$ cat src/rtl/instruction_fetch_unit.sv
// Fetch stage: owns the PC, models instruction-memory wait states, and holds an IF/ID register with valid/ready.
// Optional perf counters (FetchCount, SquashCount) are built when IFETCH_PERF_COUNTERS_EN is defined.
module instruction_fetch_unit #(
    parameter logic [63:0] RESET_PC    = 64'h0,
    parameter int unsigned WAIT_CYCLES = 0
) (
    input  logic        CLK,
    input  logic        Reset,
    output logic [63:0] InstrAddr,
    input  logic [31:0] InstrData,
    input  logic        BranchTaken,
    input  logic [63:0] BranchTarget,
    output logic        IfValid,
    input  logic        IfReady,
    output logic [31:0] IfInstr,
    output logic [63:0] IfPC
`ifdef IFETCH_PERF_COUNTERS_EN
    ,
    output logic [31:0] FetchCount,
    output logic [31:0] SquashCount
`endif
);

    localparam int WCNT_W = (WAIT_CYCLES > 0) ? $clog2(WAIT_CYCLES + 1) : 1;
    localparam logic [WCNT_W-1:0] WCNT_INIT = WCNT_W'(WAIT_CYCLES);
    localparam logic [63:0] PC_INIT = {RESET_PC[63:2], 2'b00};

    // Wait counter never goes below zero.
    function automatic logic [WCNT_W-1:0] dec_sat(input logic [WCNT_W-1:0] v);
        return (v == '0) ? '0 : v - 1'b1;
    endfunction

    logic [63:0]       pc_q, pc_d;
    logic [WCNT_W-1:0] wcnt_q, wcnt_d;
    logic              valid_q, valid_d;
    logic [31:0]       instr_q, instr_d;
    logic [63:0]       ifpc_q, ifpc_d;
    logic              xfer;
    logic              unused_target_lsbs;

    assign unused_target_lsbs = ^BranchTarget[1:0];
    assign xfer = valid_q && IfReady;

    always_comb begin
        pc_d    = pc_q;
        wcnt_d  = wcnt_q;
        valid_d = valid_q;
        instr_d = instr_q;
        ifpc_d  = ifpc_q;
        if (BranchTaken) begin
            // Redirect discards the held word; a same-edge handoff already happened.
            pc_d    = {BranchTarget[63:2], 2'b00};
            valid_d = 1'b0;
            wcnt_d  = WCNT_INIT;
        end else if (wcnt_q != '0) begin
            wcnt_d = dec_sat(wcnt_q);
            if (xfer) valid_d = 1'b0;
        end else if (!valid_q || IfReady) begin
            instr_d = InstrData;
            ifpc_d  = pc_q;
            valid_d = 1'b1;
            pc_d    = pc_q + 64'd4;
            wcnt_d  = WCNT_INIT;
        end
    end

    always_ff @(posedge CLK) begin
        if (Reset) begin
            pc_q    <= PC_INIT;
            wcnt_q  <= WCNT_INIT;
            valid_q <= 1'b0;
            instr_q <= '0;
            ifpc_q  <= '0;
        end else begin
            pc_q    <= pc_d;
            wcnt_q  <= wcnt_d;
            valid_q <= valid_d;
            instr_q <= instr_d;
            ifpc_q  <= ifpc_d;
        end
    end

    assign InstrAddr = pc_q;
    assign IfValid   = valid_q;
    assign IfInstr   = instr_q;
    assign IfPC      = ifpc_q;

`ifdef IFETCH_PERF_COUNTERS_EN
    logic [31:0] fetch_cnt_q, fetch_cnt_d;
    logic [31:0] squash_cnt_q, squash_cnt_d;

    always_comb begin
        fetch_cnt_d  = fetch_cnt_q + {31'd0, xfer};
        squash_cnt_d = squash_cnt_q + {31'd0, (BranchTaken && valid_q && !IfReady)};
    end

    always_ff @(posedge CLK) begin
        if (Reset) begin
            fetch_cnt_q  <= '0;
            squash_cnt_q <= '0;
        end else begin
            fetch_cnt_q  <= fetch_cnt_d;
            squash_cnt_q <= squash_cnt_d;
        end
    end

    assign FetchCount  = fetch_cnt_q;
    assign SquashCount = squash_cnt_q;
`endif

endmodule
$ cat config.mk
export PLATFORM = sky130hd
export DESIGN_NAME = instruction_fetch_unit
export DESIGN_NICKNAME = d
export VERILOG_FILES = /design/src/rtl/instruction_fetch_unit.sv
export SDC_FILE = /design/constraint.sdc
export NUM_CORES = 1
export LEC_CHECK = 0
export BUFFER_PORTS_ARGS = -buffer_cell sky130_fd_sc_hd__buf_2
export CAP_MARGIN = 30
export CORE_MARGIN = 10
export CORE_UTILIZATION = 25
export CTS_CLUSTER_SIZE = 10
export DETAILED_ROUTE_END_ITERATION = 16
export PLACE_DENSITY = 0.6
export SYNTH_ARGS = -nofsm -noshare
export SYNTH_HDL_FRONTEND = slang
export SYNTH_SLANG_ARGS = --single-unit
$ cat constraint.sdc
create_clock -name CLK -period 2.2 [get_ports CLK]
set_clock_uncertainty 0.2 [all_clocks]
set_input_delay 0.22 -clock CLK [delete_from_list [all_inputs] [get_ports CLK]]
set_output_delay 0.22 -clock CLK [all_outputs]
set_load 0.05 [all_outputs]
[After elaboration in Yosys (flattened, before gate mapping)]
Index checks and enable logic that the tools add are counted.
Word-level totals
  register bits: 162
  input port bits: 100
  word-level logic and storage cells: 29
Operators by class
  add/subtract/negate cells: 2
  equality and inequality tests: 2
  muxes and demuxes: 6
  bitwise logic cells: 2
  reduce and logical (&&, ||, !) cells: 11
Operators by type and width (count)
  $mux 64: 3
  $add 64x3->64 const B: 1
  $reduce_and 2->1: 3
  $reduce_bool 2->1: 2
  $mux 1: 3
  $reduce_and 3->1: 1
  $reduce_or 3->1: 1
  $ne 2x1->1 const B: 1
  $ne 2x2->1 const B: 1
  $not 1->1: 2
  $reduce_or 2->1: 1
  $logic_and 1x1->1: 1
  $logic_not 1->1: 1
  $logic_or 1x1->1: 1
  $sub 1x1->1 const B: 1

[Longest topological paths before layout]
  word-level depth: 5
  depth in mapped cells: 7
  mapped depth without buffers: 6

[Least setup slack after synthesis]
Ideal clock, no wire load.
  path kind: reg-to-reg
  start point: register pc_q[2] (netlist: InstrAddr[2])
  end point: register pc_q[48] (netlist: InstrAddr[48])
  setup time: 0.120 ns
  data arrival time: 2.574 ns
  required time: 1.880 ns
  setup slack: -0.693 ns
  cell stages (with the launch flop): 8
  path buffers: 1
  clock period less this slack: 2.893 ns
  cell sequence: dfxtp_1 ha_1 and3_1 nand4_1 or4_1 buf_2 or2_2 a211o_1
Between the ends
  word-level cells in the longest chain between the ends: 4
Ends and longest elaborated chain
  start, declared: line 33  | logic [63:0] pc_q, pc_d;
  start signal, assigned: line 75  | pc_q <= pc_d;
  $add 64x3->64: line 62  | pc_d = pc_q + 64'd4;
  $mux 64: line 58  | end else if (!valid_q || IfReady) begin
  $mux 64: line 55  | end else if (wcnt_q != '0) begin
  $mux 64: line 50  | if (BranchTaken) begin
Every way passes these cells. The select of a mux whose other input is x is not followed.
A chain may end at the register's enable or synchronous reset.

[Final worst setup path]
  start point: register pc_q[3] (netlist: InstrAddr[3])
  end point: register pc_q[55] (netlist: InstrAddr[55])
Same word-level chain as after synthesis.

==> results.md <==
* Slowest-stage cell, CP: or4_4
* P_leak at roughly 5 nW
* WL/cell at 17.18 um
* Final instance area at between 10000 and 15000 um2
* CTS tree: done
* Total power at 0.007576 W
* Via density at approximately 4.8
* Num ports at approximately 260
* Synth warnings at 0
* WL final at roughly 30 mm
* Max Freq at approximately 430 MHz
* CP Launch Type: flip-flop
* Clock Pin Slew Worst Setup and Hold Paths at approximately 0.07 ns
* Clk sink count at 158
* Worst Hold Class: in2reg
* Via count at between 8000 and 9000
* Synthesis-to-layout area growth at 63.28%
* Final setup violation count at 18
* Clock latency on the worst-skew pair at between 0.4 and 0.5 ns
* Share of cells above drive strength 1 at 37.77%
* Max Root-Sink Buffers at 2
* Critical path class: reg2reg
* WP data arrival at roughly 2.4 ns
* Inst Count DP at 1608
* Setup TNS at -0.8150 ns
* Cell area power density at between 600 and 700 nW/um2
* Multi-input logic area at between 3000 and 4000 um2
* Fin. max-slew vios at 0
* Dpl cell area at approximately 10000 um2
* Comb power frac at about a fifth
* FP Rows at approximately 60
* Remaining DRCs at 0
* Failing checks: setup timing
* Synth Instances at approximately 930
* # port buffers at 254
* Vias in the first global route at between 8000 and 9000
* Core ar. at around 28000 um2
* Switch share at 33.06%
* Dpl hpwl at roughly 21 mm
* Routability congestion estimate at 0.8159
* Part of the cycle the worst path needs at 104.5%
* Filler cells at 2884
* Crit path max fanout at 11
* CTS buffer count at 17
* Reg power frac at 40.9%
* Depth of the worst register-to-register path at 8
* Synth cell types at 55
* Worst path max stage delay at between 0.5 and 0.6 ns
* Die area at between 30000 and 40000 um2
* Syn Std Cell Area at a little over 7000 um2
* Levels on crit path at 8
* Max-capacitance violation count at 0
* CP Capture Type: flip-flop
* Net Sw Power at 0.002505 W
* Seq/Total Area, Yosys at 44.03%
* Clk pwr share at a little under two fifths
* Peak supply drop at 0.4682 mV
* CP Buf/Inv Count at 3
* Final hold vios at 0
* Starting density of the core at between 20% and 30%
* # H-tree levels at 4
* Largest net degree at the start of global routing at 66
* Status: finished, violations left
* Worst slew margin at 60.30%
* RSZ-0062 raised after global routing: true
* Sequential cell area at 3302 um2
* Setup slack after layout at -0.09937 ns
* Total GRT Usage at 16.19%
* Antenna violations before repair at 3
* Non-Filler Instances at 1755
* Period minus WS final at approximately 2.3 ns
* Synthesized flop and latch total at ~160
* Layout Nets at approximately 1500
* Most Frequent Cell on Critical Path: buf_12
* Die Span X at roughly 190 um
* Syn avg cell area at between 7 and 8 um2
* Crit-path cells: buf_6, and4_4, nand4_4, or4_4, buf_12, buf_12, o21a_1, a2111oi_2
* DR iter-0 viols at between 500 and 600
* Worst-margin pin slew at around 0.6 ns
* Internal Power at between 0.005 and 0.006 W
* Antenna viol nets, final at 0
* First-pass GRT wire length at about 47 mm
* Die height at 189.5 um
* Delay-heaviest family, CP: simple AND/OR/NAND/NOR gates
* Hold Crit Depth at 3
* GRT overflow at 0
* Root Buffer: clkbuf_16
* WP data required at 2.33 ns
* First drt pass iteration count at 5
[kinds of logic (layout without fill, tap and decap cells)]
| kind of cell | after synthesis | in the layout | share of synthesized area (%) |
|---|---|---|---|
| muxes | 1 | 1 | 0.1568 |
| and+or+nand+nor | 455 | 455 | 29.96 |
| other | 1 | 8 | 0.05221 |
| xor gates and xnor gates | 26 | 26 | 3.170 |
| AOI/OAI and AO/OA | 198 | 198 | 17.40 |
| adders and majority gates | 1 | 1 | 0.1742 |
| DFF | 158 | 158 | 44.03 |
| buffers and inverters | 91 | 530 | 5.051 |
[sequential cells by signal (all words and copies together), names as in the netlist]
register / cells
wcnt_q: 1
InstrAddr: 62
IfValid: 1
IfPC: 62
IfInstr: 32
[tightest hold or removal path, cell delays in order]
cell and delay [ns]:
buf_2 0.09, nand2b_1 0.23, a21boi_0 0.13
[area by class of cell]
cell class              count  area share, %
diodes                      3        0.06401
clock inverters            14         0.9388
well taps                 378          4.032
clock buffers              18          3.840
repair buffers            479          28.42
multi-input cells         686          33.95
inverters                  19         0.6081
flip-flops and latches    158          28.15
[power groups by stage]
stage / registers, W / logic [W] / clock network [W]
after floorplan: 0.00368 / 0.000377 / 0
after global placement: 0.00315 / 0.00141 / 0
after detailed placement: 0.00316 / 0.00142 / 0
after CTS: 0.00310 / 0.00158 / 0.00296
after global routing: 0.00312 / 0.00170 / 0.00308
final: 0.00310 / 0.00159 / 0.00289
[routing by layer]
| layer | wire (um) | global-route usage [%] | vias up |
|---|---|---|---|
| li1 | - | - | 4123 |
| met1 | 12700 | 19.06 | 4062 |
| met2 | 14850 | 27.71 | 274 |
| met3 | 2058 | 4.631 | 39 |
| met4 | 535 | 5.220 | 2 |
| met5 | 18 | 0 | - |
[repair_timing]
action | in CTS | in global routing
setup endpoints to repair | 28 | 32
pin swaps | 17 | 15
resized for setup | 22 | 42
hold endpoints to repair | 101 | 0
hold buffers | 95 | 0
setup buffers | 12 | 7
gates cloned | 0 | 0
[cells in the final DEF (no fill, tap or decap), types with 8 or more instances in the layout]
cell and instances:
nand3_1 34, a21oi_1 108, and4_1 11, a211oi_1 21, buf_6 12, clkbuf_16 18, inv_1 18, nand2_1 238
dfxtp_1 107, buf_2 253, nor3_1 16, nor2_1 50, nand4_1 23, dlygate4sd3_1 95, and3_1 11, xor2_1 14
dfxtp_2 21, xnor2_1 11, buf_4 112, a2111oi_2 9, o211ai_1 9, dfxtp_4 30, nor4_2 8, nor4_1 10
[through the flow]
step / worst slack, ns / hold WS, ns / utilization (%)
after floorplan: -0.1973 / 0.1543 / -
after global placement: -0.1509 / 0.2388 / 34.89
after detailed placement: -0.2156 / 0.2430 / 34.89
after CTS: -0.1094 / 0.07074 / 40.85
after global routing: -0.1776 / 0.1146 / 41.75
final: -0.09937 / 0.08407 / 41.76
[cell usage after synthesis (all sizes together)]
library cell    n  area [um2]
or3             6       37.54
o31ai           1       7.510
a2111oi        14       127.6
o21bai          2       15.01
a311oi          7       61.31
nor2           50       187.7
and4           14       125.1
a21oi         108       540.5
xnor2          12       105.1
dfxtp         158        3163
nor2b           3       18.77
o41a            2       22.52
nand2         240       900.9
a221oi          1       8.760
o21a            5       37.54
nor3b           5       37.54
xor2           14       122.6
nand2b          2       12.51
nand3          37       190.2
and3           13       81.33
a2111o          1       11.26
o311ai          2       17.52
conb            1       3.750
nor4           21       137.6
a31oi           1       6.260
o21ai          10       50.05
o211ai          9       67.56
a21boi          2       15.01
a21o            2       15.01
nor3           19       100.1
nor4b           9       78.83
buf            10       57.56
a211oi         23       172.7
a311o           1       10.01
o31a            4       35.03
clkbuf         62       234.0
and2            6       37.54
inv            19       71.32
o311a           2       20.02
or4             3       22.52
or2             3       18.77
a211o           1       8.760
ha              1       12.51
mux2            1       11.26
nand4          24       165.2
[final timing paths]
kind	startpoint	slack (ns)	end
worst min-delay path	IfReady	0.08	IfValid
worst max-delay path	InstrAddr[3]	-0.1	InstrAddr[55]
worst min register to register	IfPC[3]	0.25	IfPC[3]
worst max register to register	InstrAddr[3]	-0.1	InstrAddr[55]
No activity file was read; power rests on OpenSTA's default activity.
